### src/rtl/updown_counter_nbit.sv
// updown_counter_nbit: loadable up/down counter with a programmable terminal
// count (MAX), a registered wrap pulse (c) and a combinational terminal-count
// flag (tc). The +1/-1 paths are explicit ripple half-adder / half-subtractor
// chains rather than behavioural arithmetic.
//
// Optional feature: define UPDOWN_COUNTER_SAT_EN to let the sat input select
// saturate (sat=1) or wrap (sat=0) at the boundaries. Without the macro the
// counter always wraps and sat is ignored.
module updown_counter_nbit #(
    parameter int unsigned WIDTH = 4,
    parameter int unsigned MAX   = 2**WIDTH-1
) (
    input  logic             clk,
    input  logic             rst,
    input  logic             en,
    input  logic             up,
    input  logic             ld,
    input  logic [WIDTH-1:0] d,
    input  logic             sat,
    output logic [WIDTH-1:0] q,
    output logic             c,
    output logic             tc
);

    localparam logic [WIDTH-1:0] MAX_Q = MAX[WIDTH-1:0];

    logic [WIDTH-1:0] q_reg;
    logic [WIDTH-1:0] q_next;
    logic             c_reg;
    logic             c_next;

    logic [WIDTH-1:0] inc_sum;
    logic [WIDTH-1:0] inc_carry;
    logic [WIDTH-1:0] dec_diff;
    logic [WIDTH-1:0] dec_borrow;

    logic             at_max;
    logic             at_zero;
    logic             sat_mode;
    logic [WIDTH-1:0] load_val;

    // Ripple chains: the carry (borrow) into bit 0 is a constant 1, so each
    // stage is a half adder (half subtractor). The carry out of the top stage
    // is never needed, so the chain stops at WIDTH-1.
    assign inc_carry[0]  = 1'b1;
    assign dec_borrow[0] = 1'b1;

    generate
        for (genvar gi = 0; gi < WIDTH; gi++) begin : g_ripple
            assign inc_sum[gi]  = q_reg[gi] ^ inc_carry[gi];
            assign dec_diff[gi] = q_reg[gi] ^ dec_borrow[gi];
            if (gi < WIDTH-1) begin : g_chain
                assign inc_carry[gi+1]  = q_reg[gi] & inc_carry[gi];
                assign dec_borrow[gi+1] = ~q_reg[gi] & dec_borrow[gi];
            end
        end
    endgenerate

    assign at_max  = (q_reg == MAX_Q);
    assign at_zero = (q_reg == '0);

    // Loads above the terminal count are clamped so q can never exceed MAX.
    assign load_val = (d > MAX_Q) ? MAX_Q : d;

`ifdef UPDOWN_COUNTER_SAT_EN
    assign sat_mode = sat;
`else
    // Wrap-only build: sat is deliberately left unconnected to any logic.
    logic sat_unused;
    assign sat_unused = sat;
    assign sat_mode   = 1'b0;
`endif

    // Next-state selection: ld beats en; with neither, hold and clear c.
    always_comb begin
        q_next = q_reg;
        c_next = 1'b0;
        if (ld) begin
            q_next = load_val;
        end else if (en) begin
            if (up) begin
                if (!at_max) begin
                    q_next = inc_sum;
                end else if (!sat_mode) begin
                    q_next = '0;
                    c_next = 1'b1;
                end
            end else begin
                if (!at_zero) begin
                    q_next = dec_diff;
                end else if (!sat_mode) begin
                    q_next = MAX_Q;
                    c_next = 1'b1;
                end
            end
        end
    end

    // State register with synchronous reset overriding load and count.
    always_ff @(posedge clk) begin
        if (rst) begin
            q_reg <= '0;
            c_reg <= 1'b0;
        end else begin
            q_reg <= q_next;
            c_reg <= c_next;
        end
    end

    assign q  = q_reg;
    assign c  = c_reg;
    assign tc = up ? at_max : at_zero;

endmodule

### config.mk
export PLATFORM = sky130hd
export DESIGN_NAME = updown_counter_nbit
export DESIGN_NICKNAME = d
export VERILOG_FILES = /design/src/rtl/updown_counter_nbit.sv
export SDC_FILE = /design/constraint.sdc
export NUM_CORES = 1
export LEC_CHECK = 0
export CORE_AREA = 2 2 39 41
export DETAILED_ROUTE_END_ITERATION = 16
export DIE_AREA = 0 0 41 43
export PLACE_DENSITY_LB_ADDON = 0.15
export SLEW_MARGIN = 20
export SYNTH_ARGS = -nofsm -noshare
export SYNTH_HDL_FRONTEND = slang
export SYNTH_SLANG_ARGS = --single-unit
export TNS_END_PERCENT = 50
### constraint.sdc
create_clock -name clk -period 1.8 [get_ports clk]
set_input_delay 0.54 -clock clk [delete_from_list [all_inputs] [get_ports clk]]
set_output_delay 0.54 -clock clk [all_outputs]
set_load 0.02 [all_outputs]
# Yosys cells after proc, flatten, opt, wreduce, memory -nomap -nowiden
# Index checks and enable logic that the tools add are counted.
# W data, S select, Z words.
dict set report word_totals {
  register_bits 5
  inputBits 10
  out_inout_bits 6
  wordCells 31
}
dict set report classes {
  order_cmp 1
  eq_ne 1
  mux 10
  bitwise_logic 14
  n_reduce_logical 3
}
# cell count
set ops {}
lappend ops {{$mux W4} 6}
lappend ops {{$xor A1 B1 Y1} 6}
lappend ops {{$and A1 B1 Y1} 4}
lappend ops {{$eq A4 B4 Y1 const B} 1}
lappend ops {{$gt A4 B4 Y1 const B} 1}
lappend ops {{$logic_not A4 Y1} 1}
lappend ops {{$mux W1} 4}
lappend ops {{$not A1 Y1} 4}
lappend ops {{$reduce_or A3 Y1} 1}
lappend ops {{$reduce_bool A2 Y1} 1}

# Depth between registers and ports, before layout
# Gate-level depths: netlist of run 1.
dict set report logic_depth {
  depth_word 8
  depth_mapped 6
  depth_no_buf 6
}

# Least setup slack after synthesis of run 1
# OpenSTA, ideal clock, no wires.
dict set report synth_timing {
  path_kind {input to output}
  from {in up}
  to {out tc}
  arrival_time_ns 1.184
  required_ns 1.260
  slack_ns 0.076
  cell_stages 3
  n_path_buf 1
  path_cell_list {buf_2 nor4b_4 nand2b_1}
}
dict set report synth_via {
  elab_chain_len 1
}
# item line
set synth_rtl {}
lappend synth_rtl {{start, declared} 16} ;# input logic up,
lappend synth_rtl {{$mux W1} 112} ;# assign tc = up ? at_max : at_zero;
lappend synth_rtl {{end, declared} 22} ;# output logic tc
# Every way passes these cells.

# Worst setup path in the final report of run 1
dict set report layout_timing {
  from {reg q_reg[0], in the netlist q[0]}
  to {out tc}
}
dict set report layout_via {
  elab_chain_len 2
  word_cells_on_any_way 3
  classes_between {1 x eq/ne; 1 x mux; 1 x reduce/logical}
}
# item line
set layout_rtl {}
lappend layout_rtl {{start, declared} 27} ;# logic [WIDTH-1:0] q_reg;
lappend layout_rtl {{start signal, assigned} 105} ;# q_reg <= q_next;
lappend layout_rtl {{$eq A4 B4 Y1 / $logic_not A4 Y1 (equally long branches)} {59, 60}}
lappend layout_rtl {{$mux W1 *} 112}
# Every way passes the cells marked *; elsewhere a longest branch is shown, timed or not.

==> implementation parameters, run 1 <==
Parameter                              Value

Outcome
  Run status ... completed

Yosys
  Cell area after synthesis ... 409.1 sq um
  Per-instance average area after synthesis ... 8.524 sq um
  Post-synth top area share ... 0.2446
  Proportion of synthesized flip-flops having asynchronous set or reset ... 0
  Area contributors post-synth ... dfxtp_1 (24%), ha_1 (12%), inv_1 (6.4%), nor4b_4 (5.8%), a21oi_1 (4.9%)
  Number of warning messages in the yosys log ... 0
  Biggest area consumer among synthesized cells ... dfxtp_1
  Post-synth net total ... between 60 and 70
  Sequential cell area fraction in the yosys report ... 0.2446
  Synthesized netlist cell count ... 48
  Cell with the most instances after synthesis ... inv_1
  Number of enable-type register cells in the synthesized netlist ... 0
  Most instantiated cells after synthesis ... inv_1 (7), dfxtp_1 (5), a21oi_1 (4), ha_1 (4)
  Most used DFF post-synth ... dfxtp_1
  Post-synthesis sequential element count ... 5
  Count of different cell masters after synthesis ... 26

STA
  Final clock period utilization by the worst path ... 0.9989
  Maximum frequency from static timing analysis ... approximately 560 MHz
  Unrepaired setup endpoints after global routing ... true
  Clock skew ... 0.4844 ps
  Slew at the pin closest to its max-slew limit ... 228.9 ps
  Final Worst Setup Slack ... around 2.0 ps
  Clock period minus final worst setup slack ... 1798 ps
  Max-slew violations ... 0
  Setup-failing EPs final ... 0
  Number of hold violations in the final report ... 0
  Hold slack ... 699.4 ps
  Headroom to the max-slew limit ... 0.8464

Route
  Post-DR wirelength/cell ... around 12 um
  Via total after detailed routing ... 464
  Via/cell ratio ... 4.833
  Number of remaining DRC errors ... 0
  Drt initial violations ... 11
  Pre-antenna DRT Iters ... 4
  Wire length on met3 ... 67 um
  Uppermost routed layer ... met4
  Routed wl met2 ... 590 um
  Sum of routed wire length over all layers ... 1.129 mm
  Detail Route Antenna Nets ... 0
  Met1 wire length ... 455 um

Setup path
  CP Class ... reg -> out
  Cell at the slowest stage of the critical path ... dfxtp_2
  WP data arrival ... between 1000 and 1500 ps
  Maximum cell stage delay along the critical path ... 320 ps
  End of the worst register-to-register path ... q[2]
  Bufs and invs on worst path ... 2
  Crit path launch type ... flip-flop
  Startpoint of the lowest-slack register-to-register path ... q[0]
  Worst-case reg-to-reg path depth ... 7
  Capturing element type of the critical path ... output port
  Setup slack, reg-to-reg ... 300 ps
  Dominant delay contributor by cell family on the critical path ... simple AND/OR/NAND/NOR gates
  Required time of the critical path ... 1260 ps
  Worst path cell trace ... inv_2 > ha_4 > nor4b_4 > nand2b_4 > buf_6
  CP Max Fanout ... 2

Finish
  Area occupied by multi-input gates ... 294.0 sq um
  Final net count ... 95
  Fraction of final layout cells with drive strength greater than 1 ... 0.3875
  Flip-flop count of the largest register, all copies and words added ... 4
  Share of the core filled with cells ... 0.5262
  Number of diodes ... 0
  Filler cell count ... 138
  Footprint of the flip-flops and latches ... 102.6 sq um
  Synthesis-to-finish area growth ... 77.98%
  Non-Filler Cell Area, Final ... 728.2 sq um

Die
  Floorplan die width ... 41 um
  Area of the die ... 1763 sq um
  Core Region ... 1384 sq um
  Initial cell density of the core ... 0.2957
  Boundary pin count ... 16
  Die Ht ... 43 um
  Row Count ... 14

GRT
  Vias in the first global route ... 427
  Total routing resource utilization after global routing ... 0.1632
  Maximum number of pins on one net before global-route repair ... 8
  Initial antenna violation count ... 0
  Remaining global-route overflow ... 0
  Global-route wire length before repair ... 1.800 mm

Clock tree
  CTS tree ... yes
  Clock transition at the register clock pins on the worst setup and hold paths after CTS ... 50 ps
  CTS Sinks ... 5
  Hold-fix buffers, CTS ... 0
  Inserted Clock Buffers ... 3
  Clock tree root driver cell ... clkbuf_4
  Buffers from clock root to sink, at most ... 2
  Worst skew pair latency ... roughly 250 ps
  H-tree depth ... 1

Placement
  Post-placement setup slack ... -806.6 ps
  Detailed-placement wirelength estimate ... 877.9 um
  Number of buffer cells added on primary ports ... 14
  Placement Cell Area ... around 650 sq um
  Gpl congestion ... 0.7724

Power and ir drop
  Portion of total power attributed to sequential cells ... 0.297
  Sw Ratio ... 0.3062
  Leak Pwr ... 0.0003435 uW
  Internal power ... 302.1 uW
  Clock share of power ... 0.313
  Pwr Total ... 435.4 uW
  Switching pwr ... about 130 uW
  Power density of the placed cells ... 597.9 nW/um^2
  Max VDD drop ... roughly 0.31 mV
  Combinational group share of total power ... 0.389

Worst hold path
  Number of cells traversed by the worst hold path ... 3
  Hold worst-path end ... q[1]
  Start point of the worst hold path ... q[1]
  Min-Delay Path Class ... reg -> reg

Job
  Maxcap violations ... 0
==> metrics by stage <==
stage | std cells | setup TNS [ps]
floorplan | 48 | 0
global placement | 89 | -782.0
finish | 96 | 0
detailed placement | 89 | -806.6
CTS | 93 | -125.3
global route | 96 | -54.05
==> metal layers <==
layer | global-route usage | vias to the layer above
met2 | 0.2375 | 14
met1 | 0.1815 | 211
met3 | 0.09424 | 2
met5 | 0 | -
met4 | 0.08000 | 0
li1 | - | 237
==> layout by cell type (no fill, tap or decap), types with 2 or more instances in the layout <==
cell / instances
inv_1: 5
nand2_1: 2
nor2b_1: 3
ha_4: 2
clkbuf_4: 3
buf_4: 17
a21oi_1: 4
dfxtp_2: 2
dlygate4sd2_1: 4
dfxtp_1: 3
ha_1: 2
nor3_1: 3
inv_2: 2
clkdlybuf4s50_1: 8
==> worst max-delay path by stage <==
stage	from	end	slack (ps)	cells after the start
floorplan	up	tc	80	3
global placement	up	tc	-780	4
detailed placement	up	tc	-810	4
CTS	up	tc	-130	4
global route	q[0]	tc	-50	5
finish	q[0]	tc	2	5
==> kinds of logic (layout without fill, tap and decap cells) <==
group,after synthesis,count (layout),synth area share
AND/OR/NAND/NOR,15,15,0.2722
AO/OA/AOI/OAI,13,13,0.2233
flip-flops,5,5,0.2447
adder cells (fa/ha/maj),4,4,0.1223
buffers and inverters,10,42,0.1162
XOR/XNOR,1,1,0.02141
==> power groups by stage <==
stage / Sequential [uW] / Combinational [uW] / Clock, uW
floorplan: 140 / 68.8 / 0
global placement: 129 / 157 / 0
detailed placement: 130 / 158 / 0
CTS: 128 / 152 / 142
global route: 130 / 187 / 149
finish: 129 / 170 / 136
==> final cells by class <==
cell class,instances,area share
clock buffers,4,0.03608
multi-input cells,33,0.4038
flip-flops and latches,5,0.1409
well taps,16,0.02749
repair buffers,31,0.3557
inverters,7,0.03608
==> worst register-to-register path, stage by stage (launching register included) <==
cell and delay [ps]:
dfxtp_2 340, inv_2 60, ha_4 150, buf_4 130, buf_4 120, ha_1 250
o21ai_0 70, o31a_1 280
==> repair_timing <==
item / in CTS / in global routing
buffers inserted: 0 / 3
pin swaps: 0 / 2
resized for setup: 10 / 12
setup endpoints to repair: 5 / 1
Note: power is estimated with default switching activity, not from simulation.
==> inputs of run 2 (changes only) <==
SKIP_CTS_REPAIR_TIMING = 1   (was unset)
clock period = 2.2 ns   (was 1.8 ns; I/O delays follow)
==> implementation parameters, run 2 (synthesis gave the netlist of run 1 again) <==
Parameter                              Value

Route
  Via total after detailed routing ... 421 (-9.3%)
  Sum of routed wire length over all layers ... 960 um (-15%)
  Detail Route Antenna Nets ... 0 (unchanged)
  Number of remaining DRC errors ... 0 (unchanged)
  Post-DR wirelength/cell ... 11.03 um (-6.2%)
  Pre-antenna DRT Iters ... 2 (-2)
  Drt initial violations ... 1 (-10)
  Via/cell ratio ... 4.839 (+0.12%)

Die
  Boundary pin count ... 16 (unchanged)
  Die Ht ... 43 um (unchanged)
  Initial cell density of the core ... 0.2957 (unchanged)
  Row Count ... 14 (unchanged)
  Core Region ... 1384 sq um (unchanged)
  Area of the die ... 1763 sq um (unchanged)
  Floorplan die width ... 41 um (unchanged)

Finish
  Number of diodes ... 0 (unchanged)
  Top library cells by usage in the layout, fill and taps aside ... clkdlybuf4s50_1 (12), buf_4 (8), inv_1 (7)
  Synthesis-to-finish area growth ... 54.43%
  Final net count ... 86 (-9.5%)
  Commonest non-fill, non-tap cell in the layout ... clkdlybuf4s50_1
  Fraction of final layout cells with drive strength greater than 1 ... 0.1972 (-0.1903)
  Non-filler instance count after layout ... 87 (-9.4%)
  Flip-flop count of the largest register, all copies and words added ... 4 (unchanged)

GRT
  Vias in the first global route ... 386 (-9.6%)
  Remaining global-route overflow ... 0 (unchanged)
  Initial antenna violation count ... 0 (unchanged)
  Maximum number of pins on one net before global-route repair ... 8 (unchanged)
  Global-route wire length before repair ... 1.573 mm (-13%)
  Total routing resource utilization after global routing ... 0.1404 (-0.02274)

Setup path
  Worst-case reg-to-reg path depth ... 6 (-1)
  Crit path launch type ... flip-flop
  WP data arrival ... 1440 ps (+180 ps)
  Capturing element type of the critical path ... output port
  CP Class ... reg -> out
  Required time of the critical path ... 1540 ps (+280 ps)
  CP Max Fanout ... 7 (+5)

Worst hold path
  Number of cells traversed by the worst hold path ... 2 (-1)
  Min-Delay Path Class ... reg -> reg

Clock tree
  Clock transition at the register clock pins on the worst setup and hold paths after CTS ... 50 ps (about the same)
  CTS Sinks ... 5 (unchanged)
  Buffers from clock root to sink, at most ... 2 (unchanged)
  H-tree depth ... 1 (unchanged)
  Worst skew pair latency ... 250 ps (about the same)
  Clock tree root driver cell ... clkbuf_4
  CTS tree ... yes
  Inserted Clock Buffers ... 3 (unchanged)

Outcome
  Run status ... completed

STA
  Max-slew violations ... 0 (unchanged)
  Maximum frequency from static timing analysis ... 477.3 MHz
  Final clock period utilization by the worst path ... 0.9524
  Setup-failing EPs final ... 0 (unchanged)
  Hold slack ... 589.8 ps (-109.6 ps)
  Unrepaired setup endpoints after global routing ... false
  Slew at the pin closest to its max-slew limit ... 223.0 ps (-5.880 ps)
  Clock skew ... 2.330 ps (+1.845 ps)
  Headroom to the max-slew limit ... 0.8513 (+0.004954)
  Clock period minus final worst setup slack ... approximately 2100 ps
  Number of hold violations in the final report ... 0 (unchanged)

Job
  Maxcap violations ... 0 (unchanged)

Power and ir drop
  Leak Pwr ... 0.0002910 uW (-15%)
  Pwr Total ... 336.8 uW (-23%)
  Power density of the placed cells ... 533.1 nW/um^2 (-11%)
  Max VDD drop ... 0.2886 mV (-6.4%)

Placement
  Detailed-placement wirelength estimate ... 771.2 um (-12%)
  Number of buffer cells added on primary ports ... 14 (unchanged)
  Gpl congestion ... 0.7906 (+2.4%)
  Number of placed instances with taps included ... 83 (-6.7%)
==> run 2: cell types whose count changed in the layout (fill, tap and decap cells not counted), sizes merged <==
| cell | previous run | this run |
|---|---|---|
| dlymetal6s2s | 0 | 1 |
| buf | 18 | 8 |
| dlygate4sd2 | 4 | 0 |
| clkdlybuf4s50 | 8 | 12 |
==> run 2: worst max-delay path, cell delays in order, from the launching register on <==
cell	delay, ps
dfxtp_1	410
buf_4	180
clkdlybuf4s50_1	600
==> run 2: final cells by class <==
type | instances | area, sq um
repair buffers | 22 | 197.7
multi-input cells | 33 | 261.5
fillers | 149 | 752.0
flip-flops and latches | 5 | 100.1
well taps | 16 | 20.02
inverters | 7 | 26.28
clock buffers | 4 | 26.28
==> run 2: layer usage <==
| metal | vias up | share of wire | GRT usage |
|---|---|---|---|
| met5 | - | 0 | 0 |
| met1 | 189 | 0.46 | 0.1635 |
| li1 | 217 | - | - |
| met4 | 0 | 0.025 | 0.1200 |
| met3 | 4 | 0.046 | 0.03141 |
| met2 | 11 | 0.47 | 0.2031 |
==> run 2: path summary, 6_finish.rpt <==
path	start	slack, ps	endpoint
setup reg to reg	q[0]	700	q[2]
hold reg to reg	q[1]	590	q[1]
setup / recovery	q[3]	100	q[3]
hold / removal	q[1]	590	q[1]
==> run 2: power breakdown <==
part | internal, uW | switching, uW
clock network | 69.1 | 46.2
logic | 65.2 | 51.5
registers | 97.6 | 7.11
total | 232 | 105
==> run 2: stage by stage <==
step	setup TNS [ps]	worst slack, ps	util	instance area, sq um
final	0	104.8	0.4566	631.9
after global routing	0	42.74	0.4566	631.9
after CTS	-622.8	-622.8	0.4584	634.4
after detailed placement	-616.7	-616.7	0.4394	608.1
after global placement	-602.0	-602.0	0.4394	608.1
after floorplan	0	236.0	-	409.1
==> inputs of run 3 (changes only) <==
CTS_CLUSTER_DIAMETER = 60   (was unset)
clock period = 2.3 ns   (was 2.2 ns; I/O delays follow)
==> implementation parameters, run 3 (synthesis gave the netlist of run 1 again) <==
Parameter                              Value

Setup path
  Setup slack, reg-to-reg ... 780 ps (+80 ps)
  WP data arrival ... 1430 ps (about the same)
  Required time of the critical path ... 1610 ps (+70 ps)
  Worst-case reg-to-reg path depth ... 6 (unchanged)
  Crit path launch type ... primary input
  CP Class ... in -> out
  Capturing element type of the critical path ... output port
  End of the worst register-to-register path ... q[2]
  CP Max Fanout ... 3 (-4)
  Startpoint of the lowest-slack register-to-register path ... q[0]

Finish
  Fraction of final layout cells with drive strength greater than 1 ... 0.1857 (-0.01147)
  Non-Filler Cell Area, Final ... 624.3 sq um (-1.2%)
  Number of diodes ... 0 (unchanged)
  Synthesis-to-finish area growth ... 52.60%
  Flip-flop count of the largest register, all copies and words added ... 4 (unchanged)
  Commonest non-fill, non-tap cell in the layout ... clkdlybuf4s50_1
  Final net count ... 85 (-1.2%)
  Non-filler instance count after layout ... 86 (-1.1%)
  Top library cells by usage in the layout, fill and taps aside ... clkdlybuf4s50_1 (12), inv_1 (7), buf_4 (7)

Route
  Post-DR wirelength/cell ... 10.55 um (-4.4%)
  Via/cell ratio ... 4.872 (+0.68%)
  Via total after detailed routing ... 419 (-0.48%)
  Detail Route Antenna Nets ... 0 (unchanged)
  Pre-antenna DRT Iters ... 2 (unchanged)
  Drt initial violations ... 6 (+5)
  Number of remaining DRC errors ... 0 (unchanged)
  Sum of routed wire length over all layers ... 907 um (-5.5%)

Power and ir drop
  Clock share of power ... 0.333 (-0.009)
  Leak Pwr ... 0.0002858 uW (-1.8%)
  Internal power ... 220.1 uW (-5.1%)
  Max VDD drop ... 0.2562 mV (-11%)
  Power density of the placed cells ... 503.2 nW/um^2 (-5.6%)
  Combinational group share of total power ... 0.348 (about the same)
  Sw Ratio ... 0.2994 (-0.01194)
  Portion of total power attributed to sequential cells ... 0.319 (+0.008)
  Switching pwr ... 94.06 uW (-10%)
  Pwr Total ... 314.1 uW (-6.7%)

Die
  Boundary pin count ... 16 (unchanged)
  Floorplan die width ... 41 um (unchanged)
  Initial cell density of the core ... 0.2957 (unchanged)
  Row Count ... 14 (unchanged)
  Die Ht ... 43 um (unchanged)
  Core Region ... 1384 sq um (unchanged)
  Area of the die ... 1763 sq um (unchanged)

STA
  Slew at the pin closest to its max-slew limit ... 214.1 ps (-8.932 ps)
  Maximum frequency from static timing analysis ... about 470 MHz
  Headroom to the max-slew limit ... 0.8567 (+0.005351)
  Number of hold violations in the final report ... 0 (unchanged)
  Setup-failing EPs final ... 0 (unchanged)
  Max-slew violations ... 0 (unchanged)
  Clock period minus final worst setup slack ... around 2100 ps
  Clock skew ... 3.592 ps (+1.263 ps)
  Unrepaired setup endpoints after global routing ... false
  Final clock period utilization by the worst path ... 0.9224

GRT
  Remaining global-route overflow ... 0 (unchanged)
  Maximum number of pins on one net before global-route repair ... 8 (unchanged)
  Initial antenna violation count ... 0 (unchanged)
  Global-route wire length before repair ... 1.490 mm (-5.3%)
  Vias in the first global route ... 384 (-0.52%)
  Total routing resource utilization after global routing ... 0.1276 (-0.01278)

Outcome
  Run status ... completed

Clock tree
  CTS tree ... yes
  Clock tree root driver cell ... clkbuf_4
  Worst skew pair latency ... 240 ps (about the same)
  CTS Sinks ... 5 (unchanged)
  Inserted Clock Buffers ... 3 (unchanged)
  H-tree depth ... 1 (unchanged)
  Buffers from clock root to sink, at most ... 2 (unchanged)
  Clock transition at the register clock pins on the worst setup and hold paths after CTS ... 50 ps (about the same)

Worst hold path
  Start point of the worst hold path ... q[1]
  Hold worst-path end ... q[1]
  Min-Delay Path Class ... reg -> reg
  Number of cells traversed by the worst hold path ... 2 (unchanged)

Placement
  Number of buffer cells added on primary ports ... 14 (unchanged)
  Placement Cell Area ... 600.6 sq um (-1.2%)
  Detailed-placement wirelength estimate ... 740 um (-4.0%)
  Number of placed instances with taps included ... 82 (-1.2%)
  Gpl congestion ... 0.8269 (+4.6%)

Job
  Maxcap violations ... 0 (unchanged)
## run 3: changes by cell type in the layout (fill, tap and decap cells not counted), sizes merged
| cell | change |
|---|---|
| buf | -1 |
## run 3: how the worst max path moves through the flow
stage	start	to	slack, ps
3_5_place_dp	up	tc	-580
4_1_cts	up	tc	-580
5_1_grt	q[3]	q[3]	140
2_1_floorplan	up	tc	280
3_3_place_gp	up	tc	-560
6_report	up	tc	180
## run 3: layout make-up
type	instances	area (sq um)
Fill cell	136	759.5
Clock buffer	4	26.28
Multi-Input combinational cell	33	261.5
Tap cell	16	20.02
Timing Repair Buffer	21	190.2
Inverter	7	26.28
Sequential cell	5	100.1
## run 3: power by group through the flow
stage	clock network (uW)	registers (uW)	logic [uW]
2_1_floorplan	0	110	53.8
3_3_place_gp	0	102	112
3_5_place_dp	0	102	112
4_1_cts	109	100	112
5_1_grt	116	101	121
6_report	105	100	109
## run 3: routing by layer
metal,GRT usage,wire [um],part of all wire,up-vias
met2,0.2000,460,0.51,9
met5,0,0,0,-
met1,0.1452,398,0.44,192
li1,-,-,-,216
met3,0.03141,36,0.040,2
met4,0.08000,12,0.013,0
## run 3: worst max-delay path, cell delays in order
cell,delay [ps]
dlymetal6s2s_1,170
nor4b_4,240
nand2b_1,160
clkbuf_2,170
## run 3: stage by stage
step / TNS [ps] / hold WS, ps / setup slack [ps] / utilization
after floorplan: 0 / 640.9 / 276.0 / -
after global placement: -561.2 / 584.5 / -561.2 / 0.4340
after detailed placement: -582.2 / 575.9 / -582.2 / 0.4340
after CTS: -583.4 / 587.7 / -583.4 / 0.4530
after global routing: 0 / 622.9 / 135.1 / 0.4512
final: 0 / 583.3 / 178.5 / 0.4512
